File: src/rtl/muldiv_unit_p.sv
// Multi-cycle multiply/divide unit with architectural HI/LO, MADD/MSUB accumulate,
// a restoring bit-serial divider, MTHI/MTLO writes and a pipeline-flush cancel.
module muldiv_unit_p #(
    parameter int WIDTH   = 32,
    parameter int MUL_LAT = 5
) (
    input  logic             clk,
    input  logic             reset,
    input  logic             start,
    input  logic [2:0]       op,
    input  logic [WIDTH-1:0] src_a,
    input  logic [WIDTH-1:0] src_b,
    input  logic             cancel,
    input  logic             wr_en,
    input  logic             wr_hi,
    input  logic [WIDTH-1:0] wr_data,
    output logic             busy,
    output logic             done,
    output logic [WIDTH-1:0] hi,
    output logic [WIDTH-1:0] lo
);

    localparam int MAX_LAT = (WIDTH > MUL_LAT) ? WIDTH : MUL_LAT;
    localparam int CW      = $clog2(MAX_LAT + 1);
    localparam logic [CW-1:0] MUL_LAST = CW'(MUL_LAT - 1);
    localparam logic [CW-1:0] DIV_LAST = CW'(WIDTH - 1);

    typedef enum logic [1:0] {IDLE, MUL, DIV} state_t;

    state_t           state, state_next;
    logic [CW-1:0]    count;
    logic [2:0]       op_q;
    logic [WIDTH-1:0] a_q, b_q;
    logic [WIDTH-1:0] rem, quo, dmag;

    logic             accept, last, commit;
    logic             start_sdiv, a_neg_in, b_neg_in;
    logic [WIDTH-1:0] amag_in, bmag_in;
    logic [WIDTH:0]   shifted, diff;
    logic [WIDTH-1:0] rem_n, quo_n;
    logic [2*WIDTH-1:0] ext_a, ext_b, product, acc, mul_res;
    logic [WIDTH-1:0] res_hi, res_lo;
    logic             sdiv, smul;

    assign busy   = (state != IDLE);
    assign accept = (state == IDLE) && start && !cancel;
    assign last   = ((state == MUL) && (count == MUL_LAST)) ||
                    ((state == DIV) && (count == DIV_LAST));
    assign commit = last && !cancel;

    always_ff @(posedge clk or posedge reset) begin
        if (reset) state <= IDLE;
        else       state <= state_next;
    end

    always_comb begin
        state_next = state;
        case (state)
            IDLE: if (accept) state_next = (op[2:1] == 2'b01) ? DIV : MUL;
            MUL, DIV: if (cancel || last) state_next = IDLE;
            default: state_next = IDLE;
        endcase
    end

    // The divider works on magnitudes, so signed operands are folded at capture.
    always_comb begin
        start_sdiv = (op[2:1] == 2'b01) && !op[0];
        a_neg_in   = start_sdiv && src_a[WIDTH-1];
        b_neg_in   = start_sdiv && src_b[WIDTH-1];
        amag_in    = a_neg_in ? (~src_a + WIDTH'(1)) : src_a;
        bmag_in    = b_neg_in ? (~src_b + WIDTH'(1)) : src_b;
    end

    always_comb begin
        shifted = {rem, quo[WIDTH-1]};
        diff    = shifted - {1'b0, dmag};
        if (!diff[WIDTH]) begin
            rem_n = diff[WIDTH-1:0];
            quo_n = {quo[WIDTH-2:0], 1'b1};
        end else begin
            rem_n = shifted[WIDTH-1:0];
            quo_n = {quo[WIDTH-2:0], 1'b0};
        end
    end

    // Commit values; the accumulate base is whatever HI/LO hold at the commit edge.
    always_comb begin
        smul    = !op_q[0];
        sdiv    = !op_q[0];
        ext_a   = {{WIDTH{smul & a_q[WIDTH-1]}}, a_q};
        ext_b   = {{WIDTH{smul & b_q[WIDTH-1]}}, b_q};
        product = ext_a * ext_b;
        acc     = {hi, lo};
        case (op_q[2:1])
            2'b10:   mul_res = acc + product;
            2'b11:   mul_res = acc - product;
            default: mul_res = product;
        endcase
        if (state == DIV) begin
            if (b_q == '0) begin
                res_hi = a_q;
                res_lo = '1;
            end else begin
                res_lo = (sdiv && (a_q[WIDTH-1] ^ b_q[WIDTH-1])) ? (~quo_n + WIDTH'(1)) : quo_n;
                res_hi = (sdiv && a_q[WIDTH-1]) ? (~rem_n + WIDTH'(1)) : rem_n;
            end
        end else begin
            res_hi = mul_res[2*WIDTH-1:WIDTH];
            res_lo = mul_res[WIDTH-1:0];
        end
    end

    always_ff @(posedge clk or posedge reset) begin
        if (reset) begin
            count <= '0;
            op_q  <= '0;
            a_q   <= '0;
            b_q   <= '0;
            rem   <= '0;
            quo   <= '0;
            dmag  <= '0;
            hi    <= '0;
            lo    <= '0;
            done  <= 1'b0;
        end else begin
            done <= commit;
            if (accept) begin
                op_q  <= op;
                a_q   <= src_a;
                b_q   <= src_b;
                count <= '0;
                rem   <= '0;
                quo   <= amag_in;
                dmag  <= bmag_in;
            end else if (state != IDLE) begin
                count <= count + CW'(1);
                if (state == DIV) begin
                    rem <= rem_n;
                    quo <= quo_n;
                end
            end
            if (commit) begin
                hi <= res_hi;
                lo <= res_lo;
            end else if ((state == IDLE) && wr_en && !accept) begin
                if (wr_hi) hi <= wr_data;
                else       lo <= wr_data;
            end
        end
    end

endmodule

File: config.mk
export PLATFORM = sky130hd
export DESIGN_NAME = muldiv_unit_p
export DESIGN_NICKNAME = d
export VERILOG_FILES = /design/src/rtl/muldiv_unit_p.sv
export SDC_FILE = /design/constraint.sdc
export NUM_CORES = 2
export LEC_CHECK = 0
export CAP_MARGIN = 20
export CORE_MARGIN = 1.5
export CORE_UTILIZATION = 40
export CTS_CLUSTER_DIAMETER = 100
export DETAILED_ROUTE_END_ITERATION = 6
export HOLD_SLACK_MARGIN = 0.03
export REMOVE_ABC_BUFFERS = 1
export SYNTH_ARGS = -nofsm -noshare
export SYNTH_HDL_FRONTEND = slang
export SYNTH_SLANG_ARGS = --single-unit
File: constraint.sdc
create_clock -name clk -period 13.11 [get_ports clk]
set_input_delay 2.622 -clock clk [delete_from_list [all_inputs] [get_ports clk]]
set_output_delay 2.622 -clock clk [all_outputs]
set_load 0.005 [all_outputs]
==> results.yml <==
synthesis:
  syn-cell-area_sq_um: 59770
  synth-edff-count: 0
  synth_top_cells_by_area: "sky130_fd_sc_hd__fa_1 38%, sky130_fd_sc_hd__dfrtp_1 9.8%, sky130_fd_sc_hd__inv_1 7.5%, sky130_fd_sc_hd__nand2_1 7.5%, sky130_fd_sc_hd__ha_1 6.7%"
  synth_seq_area_share_pct: 9.839
  leading_post_synthesis_cells_by_instance_count: "1202 x sky130_fd_sc_hd__inv_1, 1192 x sky130_fd_sc_hd__nand2_1, 1127 x sky130_fd_sc_hd__fa_1, 401 x sky130_fd_sc_hd__and2_1, 391 x sky130_fd_sc_hd__clkbuf_1"
  synth-seq-cells: 235
  postSynthAreaPerCell_sq_um: 8.470
  yosys.area.top_type_share_pct: 37.75
  ys_dominant_reg_cell: "sky130_fd_sc_hd__dfrtp_1"
  number_of_standard_cells_after_synthesis: 7056
  cell_with_the_most_instances_after_synthesis: "sky130_fd_sc_hd__inv_1"
  netlist.top_cell.by_area: "sky130_fd_sc_hd__fa_1"
  synth-warning-count: 0
  async_flop_share_pct: 100.0
  ys_types: 98
place:
  half_perimeter_wire_length_after_placement_um: 169500
  placed_cells: 8875
  place_congestion: 0.9722
  port_buffers: 170
routing:
  met2_wirelength_um: 96480
  highest_layer: "met5"
  drt_first_pass_iters: 6
  routed-wl-met3_um: 15770
  met1_routed_length_um: 86080
  detailedRoute.firstIterationViolations: 4422
  dr_total_vias: 49760
  mean_number_of_vias_per_cell: 5.566
  avgRoutedWirePerCell_um: 23.07
  remaining_drc_errors: 0
  ant_nets: 0
  finalWirelength_um: 206300
outcome:
  outcome: "finished, final reports clean"
finish:
  final_nets: 8533
  post_route_cells_drive_above_1_share_pct: 4.508
  post_layout_nonfiller_instances: 8940
  utilization_pct: 43.75
  syn2layout_area_growth_pct: 8.343
timing:
  total_negative_slack_ns: 0
  timing.final.crit_share_pct: 95.66
  finalHoldViolCount: 0
  finalClockSkew_ns: 0.02232
  final.min_clock_period_ns: 12.54
  fmax_mhz: 79.74
  timing_worst_slew_pin_value_ns: 1.177
  fin_worst_hold_slack_ns: 0.4786
  slew_viol_final: 0
  report.final.setup_viol: 0
  timing.max_slew.rel_slack_pct: 21.52
  unrepaired_setup_endpoints_after_global_routing: "no"
setup_path:
  worstRegToRegCells: 41
  critical_path_arrival_ns: 13.01
  timing.rr.end: "hi[30]"
  timing.critical_path.to_type: "register"
  r2r-start: "a_q[21]"
  cp_common_cell: "sky130_fd_sc_hd__fa_1"
  worst_case_register_to_register_setup_slack_ns: 0.57
  critical-path-top-delay-family: "adder cells"
  setup.worst_path.class: "reg -> reg"
  timing.critical_path.to: "hi[30]"
  timing.critical_path.buf_inv: 6
  startpoint_type: "register"
  critical_path_maximum_fanout: 12
  timing.critical_path.depth: 41
  critPathLaunch: "a_q[21]"
  worst_ep_required_time_ns: 13.58
  worst_path_max_delay_cell: "sky130_fd_sc_hd__dfrtp_1"
  timing.critical_path.slowest_cell_delay_ns: 0.64
clock_network:
  clk_transition_reported_paths_ns: 0.06
  cell_at_the_root_of_the_clock_tree: "sky130_fd_sc_hd__clkbuf_16"
  h-tree-depth: 2
  tritoncts_buffers: 35
  clkSinkCount: 235
  tritoncts: "yes"
  clock_path_buffers: 3
  clk_latency_ns: 0.56
  total_setup_buffers_inserted_after_cts: 0
global_routing:
  groute.usage.overall_pct: 27.54
  grt_pass1_wl_um: 318100
  initial_antenna_violation_count: 15
  first_global_vias: 51440
  grt_start_max_net_pins: 113
  global_route.overflow_total: 0
floorplan:
  die_area_sq_um: 151700
  coreArea_sq_um: 148000
  die_h_um: 389.5
  io_pins: 171
  rows: 141
  dieWidth_um: 389.5
  initial_standard_cell_utilization_of_the_core_pct: 40.38
hold_path:
  worst_hold_path_class: "reg -> reg"
run:
  max_cap_violations: 0
-- repair_timing --
action | 4_1_cts | 5_1_grt
hold buffers | 0 | 0
endpoints found under the hold margin | 0 | 0
endpoints found under the setup margin | 0 | 15
gates resized for setup | 0 | 18
-- worst min-delay path, delay by kind of cell (launching register included) --
family | cells | cell delay, ns
AO/OA/AOI/OAI | 1 | 0.06
AND/OR/NAND/NOR | 1 | 0.05
flip-flops | 1 | 0.34
-- logic make-up (layout without fill, tap and decap cells) --
logic type	after synthesis	in the layout	synth area share, %
buffers and inverters	1634	1587	10.36
AOI/OAI and AO/OA	1035	1035	11.26
other	0	1	0
muxes	97	97	1.656
xor gates and xnor gates	324	324	4.805
and+or+nand+nor	2286	2286	17.68
DFF	235	235	9.839
adders and majority gates	1445	1445	44.41
-- sequential cells by signal, summed over array words and instances, names as in the netlist --
name / flops
a_q: 32
b_q: 32
count: 6
dmag: 31
done: 1
hi: 32
lo: 32
op_q: 3
quo: 32
rem: 32
state: 2
-- stage by stage --
stage	instance area, sq um	setup WS (ns)
after CTS	64680	0.2219
after floorplan	58090	0.6818
final	64750	0.5692
after global routing	64750	0.01266
after global placement	63400	0.2601
after detailed placement	63490	0.3069
-- layout make-up --
class                           instances  area [sq um]
Clock inverter                         15         195.2
Fill cell                           14620         83260
Sequential cell                       235          5903
Antenna cell                            1         2.502
Clock buffer                           48         994.7
Inverter                             1203          4523
Multi-Input combinational cell       5187         47750
Tap cell                             1930          2415
Timing Repair Buffer                  321          2965
-- layout by cell type (no fill, tap or decap), types with 78 or more instances in the layout --
cell | Yosys | routed
sky130_fd_sc_hd__a21oi_1 | 257 | 257
sky130_fd_sc_hd__xor2_1 | 123 | 123
sky130_fd_sc_hd__mux2i_1 | 82 | 82
sky130_fd_sc_hd__and2_1 | 401 | 401
sky130_fd_sc_hd__nand2_1 | 1192 | 1191
sky130_fd_sc_hd__fa_1 | 1127 | 1127
sky130_fd_sc_hd__ha_1 | 318 | 317
sky130_fd_sc_hd__o21ai_0 | 245 | 245
sky130_fd_sc_hd__nor2_1 | 287 | 286
sky130_fd_sc_hd__buf_4 | 4 | 143
sky130_fd_sc_hd__a31oi_1 | 78 | 78
sky130_fd_sc_hd__nand3_1 | 82 | 82
sky130_fd_sc_hd__a21o_1 | 79 | 79
sky130_fd_sc_hd__inv_1 | 1202 | 1200
sky130_fd_sc_hd__dfrtp_1 | 235 | 221
sky130_fd_sc_hd__xnor2_1 | 198 | 198
sky130_fd_sc_hd__clkdlybuf4s50_1 | 0 | 170
-- metal layers --
layer	up-vias	track usage, %
li1	21940	-
met1	25570	37.56
met2	1924	44.98
met3	321	3.934
met4	4	9.048
met5	-	0
-- how the worst min path moves through the flow --
stage                   from       end  slack (ns)  cells past startpoint
floorplan           dmag[10]  dmag[10]        0.45                      2
global placement    dmag[18]  dmag[18]        0.46                      2
detailed placement  dmag[11]  dmag[11]        0.47                      2
CTS                 dmag[11]  dmag[11]        0.48                      2
global route        dmag[26]  dmag[26]        0.50                      2
finish              dmag[11]  dmag[11]        0.48                      2
Power is not shown: default switching activity piles up to over one toggle a cycle in this logic, so the estimate is an artifact.
